[src/rtl/mips_regfile_wb.sv]
// rtl/mips_regfile_wb.sv - MIPS 32-entry register file with registered write-back and bypass
//
// Purpose:
//   General-purpose register file for a MIPS pipeline. It has one registered
//   write port, fed by the destination mux (rt / rd / $31), and two
//   combinational read ports (rs, rt).
//   - $0 is hardwired to zero.
//   - A committing write is forwarded to the read ports in the same cycle.
//   - stall suppresses the write, the write counter and the bypass.
//
// Ports:
//   clk       in   rising-edge clock
//   reset     in   asynchronous active-high reset
//   RegWrite  in   write enable from control
//   stall     in   pipeline hold; blocks the write this cycle
//   wa        in   write address [ADDR_W]
//   wd        in   write-back data [DATA_W]
//   ra1, ra2  in   read addresses [ADDR_W]
//   rd1, rd2  out  read data [DATA_W]
//   wr_count  out  committed-write count, saturating at 16'hFFFF
//
// Optional build macro REGFILE_DEBUG_PORT_EN:
//   dbg_addr  in   debug read address [ADDR_W]
//   dbg_data  out  non-bypassed read of reg[dbg_addr] [DATA_W]

module mips_regfile_wb #(
    parameter int DATA_W   = 32,
    parameter int ADDR_W   = 5,
    parameter int RA_INDEX = 31
) (
    input  logic              clk,
    input  logic              reset,
    input  logic              RegWrite,
    input  logic              stall,
    input  logic [ADDR_W-1:0] wa,
    input  logic [DATA_W-1:0] wd,
    input  logic [ADDR_W-1:0] ra1,
    input  logic [ADDR_W-1:0] ra2,
`ifdef REGFILE_DEBUG_PORT_EN
    input  logic [ADDR_W-1:0] dbg_addr,
    output logic [DATA_W-1:0] dbg_data,
`endif
    output logic [DATA_W-1:0] rd1,
    output logic [DATA_W-1:0] rd2,
    output logic [15:0]       wr_count
);

    localparam int DEPTH = 2 ** ADDR_W;

    // The link register must be a real, writable entry (not $0).
    if (RA_INDEX < 1 || RA_INDEX >= DEPTH) begin : g_ra_index_check
        $error("RA_INDEX outside the writable register range");
    end

    logic [DATA_W-1:0] regs [DEPTH];
    logic              commit;

    // A write to $0 is dropped, so it must neither commit nor bypass.
    assign commit = RegWrite && !stall && (wa != '0);

    always_ff @(posedge clk or posedge reset) begin
        if (reset) begin
            for (int i = 0; i < DEPTH; i++) begin
                regs[i] <= '0;
            end
            wr_count <= '0;
        end else if (commit) begin
            regs[wa] <= wd;
            if (wr_count != 16'hFFFF) begin
                wr_count <= wr_count + 16'd1;
            end
        end
    end

    // Read priority: reset forces 0, then the same-cycle write, then storage.
    // commit already excludes wa==0, so address 0 can never pick up bypass data.
    always_comb begin
        rd1 = '0;
        rd2 = '0;
        if (!reset) begin
            if (commit && (ra1 == wa)) begin
                rd1 = wd;
            end else if (ra1 != '0) begin
                rd1 = regs[ra1];
            end
            if (commit && (ra2 == wa)) begin
                rd2 = wd;
            end else if (ra2 != '0) begin
                rd2 = regs[ra2];
            end
        end
    end

`ifdef REGFILE_DEBUG_PORT_EN
    // Display path shows committed contents only; it has no bypass.
    assign dbg_data = (dbg_addr == '0) ? '0 : regs[dbg_addr];
`endif

endmodule

[config.mk]
export PLATFORM = sky130hd
export DESIGN_NAME = mips_regfile_wb
export DESIGN_NICKNAME = d
export VERILOG_FILES = /design/src/rtl/mips_regfile_wb.sv
export SDC_FILE = /design/constraint.sdc
export NUM_CORES = 2
export LEC_CHECK = 0
export CAP_MARGIN = 20
export CORE_MARGIN = 1
export CORE_UTILIZATION = 55
export CTS_BUF_LIST = sky130_fd_sc_hd__clkbuf_4 sky130_fd_sc_hd__clkbuf_8
export CTS_CLUSTER_SIZE = 12
export DETAILED_ROUTE_END_ITERATION = 16
export PLACE_DENSITY = 0.81
export RECOVER_POWER = 50
export SETUP_SLACK_MARGIN = 0.1
export SKIP_LAST_GASP = 1
export SYNTH_ARGS = -nofsm -noshare
export SYNTH_HDL_FRONTEND = slang
export SYNTH_SLANG_ARGS = --single-unit
[constraint.sdc]
create_clock -name clk -period 79.1 [get_ports clk]
set_input_delay 11.865 -clock clk [delete_from_list [all_inputs] [get_ports clk]]
set_output_delay 11.865 -clock clk [all_outputs]
set_load 0.005 [all_outputs]
# Word level (Yosys, flattened, before mapping)
# Cells that the tools add are included.
[classes]
n_mul = 0
n_reduce_logical = 10
add_sub_neg = 1
div_mod_pow = 0
bitwise = 3
muxes = 15
shift = 0
order_cmp = 4
eq_ne = 3
[ops]
columns = ["cell", "n"]
rows = [
  ["$bwmux W1024", 1],
  ["$mux W32", 11],
  ["$bmux W32 S5", 2],
  ["$demux W32 S5", 1],
  ["$ge A6 B6 Y1 const B", 3],
  ["$not A5 Y6", 3],
  ["$add A16 B1 Y16 const B", 1],
  ["$ne A16 B16 Y1 const B", 1],
  ["$reduce_bool A5 Y1", 3],
  ["$eq A5 B5 Y1", 2],
  ["$lt A6 B1 Y1 const B", 1],
  ["$logic_and A1 B1 Y1", 5],
  ["$reduce_and A2 Y1", 1],
  ["$logic_not A1 Y1", 1],
]
[word_totals]
latchBits = 0
romBits = 0
output_inout_bits = 80
regBits = 1040
n_memories = 0
wordCells = 69
input_bits = 51
ram_bits = 0

# Depth between registers and ports, before layout
[logic_depth]
depth_word = 7
mapped_depth = 8
ltp_nobuf = 5

# Worst setup path after synthesis
# Ideal clock, no wire load.
[synth_timing]
path_type = "input port to output port"
from = "input reset"
to = "output rd1[0]"
stages = 5
arrival_time_ns = 38.190
required_time_ns = 67.235
setup_slack_ns = 29.045
cell_sequence = "inv_1 -> o311ai_1 -> clkbuf_1 -> a21oi_1 -> a221o_1"
[synth_between]
elab_chain_cells = 1
[synth_lines]
columns = ["element", "line_no", "rtl"]
rows = [
  ["start, declared", "32", "input logic reset,"],
  ["$mux W32", "80", "if (!reset) begin"],
  ["end, declared", "43", "output logic [DATA_W-1:0] rd1,"],
]
# No other way between the ends.

# Worst setup path in the final report
[layout_timing]
from = "input reset"
to = "output rd2[20]"
[layout_between]
elab_chain_cells = 1
[layout_lines]
columns = ["element", "line_no", "rtl"]
rows = [
  ["$mux W32", "80", ""],
  ["end, declared", "44", "output logic [DATA_W-1:0] rd2,"],
]
# No other way between the ends.

==> flow_metrics.tcl <==
set metrics [dict create \
    clock_path_buffers 3 \
    tightest_slew_ns 10.16 \
    synth_top_area_share_pct 47.5 \
    rr_endpoint "wr_count[15]" \
    slowest_delay_ns 3.56 \
    worstSetupPathType "in -> out" \
    antenna_found_initial 9 \
    ios 131 \
    worstSkewPairLatency_ns 0.83 \
    via_count 34000 \
    synth-edff-count 0 \
    ys_seq_elements 1040 \
    dr.pass1.iters 8 \
    async_flop_share_pct 100 \
    postRouteAntennaNets 0 \
    core_um2 98400 \
    path_buf_inv 5 \
    die_h_um 317 \
    fin_setup_tns_ns 0 \
    min_path_type "reg -> reg" \
    synth_area_um2 54700 \
    pwr-share-comb_pct 16.7 \
    worst-path-max-fanout 87 \
    rsz0062_at_grt "false" \
    fmax_mhz 30.3 \
    fin_skew_ns 0.00838 \
    hold_buffers 0 \
    critPathLaunchType "primary input" \
    hpwl_um 86400 \
    cts.sinks 1040 \
    grt_max_degree 200 \
    final_cells 4825 \
    p_seq_share_pct 47.5 \
    via_per_inst 7.05 \
    worst_hold_path.endpoint "regs[1006]" \
    synth-main-ff-cell "dfrtp_1" \
    peakVddDrop_v 0.0000159 \
    synthTopCellsByArea "dfrtp_1 48%, mux4_2 24%, mux2_2 16%, mux2_1 4.2%, a22oi_1 1.7%" \
    gr-total-overflow 0 \
    routed_wl_um 150000 \
    grt_pass1_vias 35600 \
    cts_buffers 166 \
    drv_slew 942 \
    final_nets 3453 \
    slowest_stage "clkbuf_1" \
    reg2reg_depth 6 \
    wl_per_cell_um 31.1 \
    initial_core_util_pct 55.6 \
    htreeDepth 4 \
    syn2layout_area_growth_pct 11.0 \
    synth.avg_cell_area_um2 16.1 \
    cts_tree "yes" \
    root_buffer "clkbuf_8" \
    r2r_start "wr_count[0]" \
    r2r_setup_slack_ns 76.91 \
    pwr-share-clk_pct 35.8 \
    swShare_pct 26.6 \
    maxSlewHeadroom_pct -577 \
    synthesis.nets 3453 \
    port_buffers 130 \
    layout_common_cells "1040 x dfrtp_1, 788 x mux2_2, 576 x mux4_2" \
    ys_seq_area_share_pct 47.5 \
    finalSetupViolCount 0 \
    die-area_um2 101000 \
    worst-path-stages 8 \
    grt_pass1_wl_um 229000 \
    status "finished with violations" \
    grtUsageTotal_pct 30.4 \
    syn-instance-count 3401 \
    final_common_cell "dfrtp_1" \
    required_ns 67.24 \
    worstHoldStart "regs[1006]" \
    cap_viol_max_count 20 \
    timing.final.crit_share_pct 41.7 \
    hold_depth 0 \
    cts_setup_buffers 0 \
    p_leak_uw 0.0267 \
    die_x_um 317 \
    path_cells "dlygate4sd3_1, clkinvlp_2, clkbuf_1, o311ai_4, buf_4, a21oi_1, a221o_1, clkdlybuf4s50_1" \
    end_kind "output pin" \
    rows 115 \
    internal_power_uw 1010 \
    powerDensity_nw_per_um2 22.6 \
    dp_cells 4497 \
    drt_iter0_markers 3470 \
    post_cts_resized 0 \
    crit_family "buffers and inverters" \
    synth_top_cell_by_area "dfrtp_1" \
    hold_violations 0 \
    gp_congestion 0.836 \
    clk_pin_slew_worst_paths_ns 0.06 \
    power.switching_uw 365 \
    min_period_ns 32.96 \
    drive_above_1_share_pct 50.6 \
    drc 0 \
    yosysUniqueCellTypes 41 \
    failed_checks "max-capacitance violations, max-slew violations" \
    yosysWarnings 0 \
    cp.arrival_ns 21.09 \
]
synth_stat cells, types with 2 or more instances:
cell          n
mux2_2      788
buf_6        14
inv_1         2
nor2_1       23
a2111oi_4     2
buf_2       129
a41oi_1       2
nor2b_1       8
o311ai_1      2
dfrtp_1    1040
a221o_1      64
and2_1        2
nand2_1      23
mux2_1      206
mux2i_1       2
nor3_1        4
clkbuf_1    212
mux4_2      576
nand4_1       2
buf_1        47
a22oi_1     124
a211oi_1      2
nand3_1      11
nand3b_1      4
and3_1        4
and2_0        2
nor4_1        2
a21oi_1      64
xnor2_1      22
or3_1         2
nor3b_1       5
xor2_1        2
layer usage:
metal | global-route usage [%] | vias up | routed length [µm]
met5 | 0.662 | - | 160
met4 | 11.7 | 12 | 5280
met3 | 9.25 | 350 | 16300
met2 | 46.3 | 1832 | 70700
met1 | 41.2 | 18400 | 57700
li1 | - | 13500 | -
area by class of cell:
cell class | instances | area, µm²
antenna | 4 | 10.0
clock buffer | 252 | 3140
clock inverter | 49 | 433
fill | 7057 | 37700
inverter | 2 | 8.76
multi-input combinational | 1957 | 27000
sequential | 1040 | 26000
tap | 1287 | 1610
timing repair buffer | 234 | 2490
flip-flops by register name (all words and copies together), names as in the netlist:
register	flops
wr_count	16
regs	1024
metrics by stage:
stage | hold WS, ns | utilization, % | cell area (µm²) | power, µW | setup WS [ns]
after CTS | 0.397 | 61.4 | 60400 | 1380 | 51.23
after detailed placement | 0.384 | 57.7 | 56800 | 886 | 51.23
after global placement | 0.376 | 57.7 | 56800 | 873 | 51.24
after floorplan | 0.441 | - | 54700 | 822 | 29.05
final | 0.396 | 61.7 | 60700 | 1370 | 46.14
after global routing | 0.407 | 61.7 | 60700 | 1430 | 44.98
kinds of logic (layout without fill, tap and decap cells):
| logic type | Yosys count | count (layout) | share of synthesized area [%] |
|---|---|---|---|
| simple gates | 96 | 96 | 0.880 |
| fa+ha+maj | 1 | 1 | 0.0229 |
| xor+xnor | 24 | 24 | 0.384 |
| flops | 1040 | 1040 | 47.5 |
| other cells | 0 | 4 | 0 |
| compound gates | 264 | 264 | 3.73 |
| buf+inv | 404 | 537 | 3.26 |
| mux | 1572 | 1572 | 44.2 |
power by group through the flow:
| stage | sequential, µW | clock, µW | combinational, µW |
|---|---|---|---|
| global placement | 652 | 0 | 221 |
| finish | 652 | 492 | 230 |
| CTS | 650 | 498 | 228 |
| global route | 661 | 523 | 245 |
| detailed placement | 659 | 0 | 227 |
| floorplan | 644 | 0 | 178 |
worst max path at each step:
stage                       from  endpoint  slack, ns
after global routing       reset   rd2[28]      44.98
after detailed placement  ra2[2]   rd2[30]      51.23
after global placement    ra2[2]   rd2[30]      51.24
final                      reset   rd2[20]      46.14
after floorplan            reset    rd1[0]      29.05
after CTS                 ra2[2]   rd2[30]      51.23
Note: power is estimated with default switching activity, not from simulation.
==> patch (same flow settings) <==
Register the output `wr_count` once more, cleared by the reset; this adds one clock of latency there. The other outputs are not delayed to match.
--- a/src/rtl/mips_regfile_wb.sv
+++ b/src/rtl/mips_regfile_wb.sv
@@ -47,6 +47,8 @@
 
     localparam int DEPTH = 2 ** ADDR_W;
 
+    logic [15:0] wr_count_s0;
+
     // The link register must be a real, writable entry (not $0).
     if (RA_INDEX < 1 || RA_INDEX >= DEPTH) begin : g_ra_index_check
         $error("RA_INDEX outside the writable register range");
@@ -63,11 +65,11 @@
             for (int i = 0; i < DEPTH; i++) begin
                 regs[i] <= '0;
             end
-            wr_count <= '0;
+            wr_count_s0 <= '0;
         end else if (commit) begin
             regs[wa] <= wd;
-            if (wr_count != 16'hFFFF) begin
-                wr_count <= wr_count + 16'd1;
+            if (wr_count_s0 != 16'hFFFF) begin
+                wr_count_s0 <= wr_count_s0 + 16'd1;
             end
         end
     end
@@ -96,5 +98,13 @@
     assign dbg_data = (dbg_addr == '0) ? '0 : regs[dbg_addr];
 `endif
 
+    always_ff @(posedge clk or posedge reset) begin
+        if (reset) begin
+            wr_count <= '0;
+        end else begin
+            wr_count <= wr_count_s0;
+        end
+    end
+
 endmodule
 
Check against the original RTL: not settled (the Yosys comparison gave no result); the edit may change what the design does.
==> patch against the original RTL <==
  * The flow still finishes with violations (max-capacitance violations, max-slew violations)
  * Synthesized area grew 0.71%
  * Routed wire length grew 1.0%
  * Synthesized cell count up 0.74%
  * Setup slack better by 1.3 ns
  * Design area increased by 0.70%
  * Sequential share of layout area is 0.35 points higher
  * Global-route usage shrank 0.060 points
  * Sequential cell count rose by 16
  * Power rose by 2.1%
  * First-iteration DRC count decreased by 1.8%
  * Clock skew fell by 0.0030 ns
  * Hold slack got worse by 0.0012 ns
  * Critical endpoint is now rd1[26]
==> patch: results (changes against the original RTL) <==
max-slew violation count=860 (-8.7%); xor/xnor cell area share of the yosys netlist=0.381% (-0.0027 points); pin count of the biggest net entering global routing=174 (-13%); NetSw=366 uW (+0.12%); failing checks=max-capacitance violations, max-slew violations; WL/cell=31.3 microns (+0.63%); first-pass GRT wire length=228 mm (-0.28%); biggest regs=regs x1024, wr_count x16, wr_count_s0 x16; Max VDD drop=17.7 uV (+11%); Critical Path Fanout Max=105 (+21%); WP data arrival=19.83 ns (-1.26 ns); maximum clock path buffer count=3 (unchanged); DRT iter0 DRCs=3409 (-1.8%); sequential area share after synthesis=47.9% (+0.39 points); syn_nets=3478 (+0.72%); CTS Buf Count=168 (+1.2%); Setup Skew=0.00540 ns (-0.00298 ns); Root Driver=clkbuf_8; later-pin clock latency in the skew report=0.83 ns (about the same); fill count=7010 (-0.67%); detailed placement HPWL=87.6 mm (+1.3%); PortBufs=130 (unchanged); vias in the first global route=35399 (-0.66%); CP peak stage delay=3.79 ns (+0.23 ns); DR vias/cell=7.08 (+0.39%); slew at the pin closest to its max-slew limit=5.00 ns (-5.15 ns); H-tree level count=4 (unchanged); Hold Crit Class=reg2reg; mux contribution to synthesized area=43.9% (-0.31 points); clock-pin slew on the worst setup and hold paths=0.06 ns (about the same); DP Area=57200 sq um (+0.74%); Placer Congestion=0.824 (-1.4%); setup bufs post-CTS=0 (unchanged); Synth area leaders=dfrtp_1 48%, mux4_2 24%, mux2_2 17%; CTS resizes=0 (unchanged); drt first pass iters=5 (-3); GRT Overall Usage=30.3% (-0.060 points); Post-Synth Adder-Cell Area=0.0227% (-0.00016 points); initial antenna violation count=5 (-4); leakage=0.0269 uW (+0.65%); layout cells sized above 1=50.5% (-0.10 points); commonest cells in the netlist=1056 x dfrtp_1, 816 x mux2_2, 576 x mux4_2, 228 x clkbuf_1, 177 x mux2_1; # nets final=3475 (+0.64%); Max-cap violations=33 (+65%); Synth Area in Compound Gates=3.67% (-0.058 points); outcome=finished, violations left; Slowest cell on crit path=clkinvlp_2; Cell variety after synth=42 (+2.4%); Synthesis Warnings=0 (unchanged); Async S/R FF share, synth=100% (unchanged)
patch: kinds of logic after synthesis:
kind of cell / after synthesis
flops: 1056
simple gates: 103
compound gates: 265
fa+ha+maj: 1
buf+inv: 405
xor+xnor: 24
mux: 1572
patch: final timing paths:
path | start | end | slack (ns) | cells past startpoint
setup / recovery | reset | rd1[26] | 47.41 | 7
hold / removal | regs[1007] | regs[1007] | 0.40 | 0
setup reg to reg | wr_count_s0[0] | wr_count_s0[7] | 76.77 | 5
hold reg to reg | regs[1007] | regs[1007] | 0.40 | 0
max in group asynchronous | reset | regs[971] | 58.80 | 6
min in group asynchronous | reset | regs[222] | 13.25 | 2
patch: critical path: cells and delay by family:
family                 cells  cell delay, ns
AOI/OAI and AO/OA          3            2.20
buffers and inverters      4            5.74
patch: power groups by stage:
stage / sequential, uW / combinational, uW / clock, uW
after detailed placement: 669 / 231 / 0
after global routing: 671 / 247 / 538
after floorplan: 654 / 179 / 0
after global placement: 662 / 225 / 0
final: 663 / 233 / 507
after CTS: 660 / 231 / 513
patch: area by class of cell:
cell class | count | area [sq um] | area share [%]
Antenna cell | 5 | 12.5 | 0.0205
Clock buffer | 260 | 3310 | 5.41
Clock inverter | 40 | 377 | 0.616
Inverter | 3 | 12.5 | 0.0205
Multi-Input combinational cell | 1965 | 27000 | 44.2
Sequential cell | 1056 | 26400 | 43.2
Tap cell | 1287 | 1610 | 2.63
Timing Repair Buffer | 229 | 2380 | 3.88
patch: metrics by stage:
step / setup slack (ns) / power (uW) / instances / hold WS, ns
final: 47.41 / 1400 / 4845 / 0.395
after global routing: 46.45 / 1460 / 4843 / 0.410
after CTS: 51.29 / 1400 / 4821 / 0.397
after detailed placement: 51.33 / 899 / 4521 / 0.383
after global placement: 51.38 / 887 / 4519 / 0.376
after floorplan: 29.29 / 833 / 3426 / 0.385
patch: per-layer routing:
metal / routed length [microns] / GRT usage, % / vias up
met2: 71800 / 46.6 / 1792
met4: 6100 / 12.1 / 6
met5: 66 / 0 / -
met3: 14500 / 7.49 / 366
li1: - / - / 13505
met1: 59200 / 41.8 / 18634
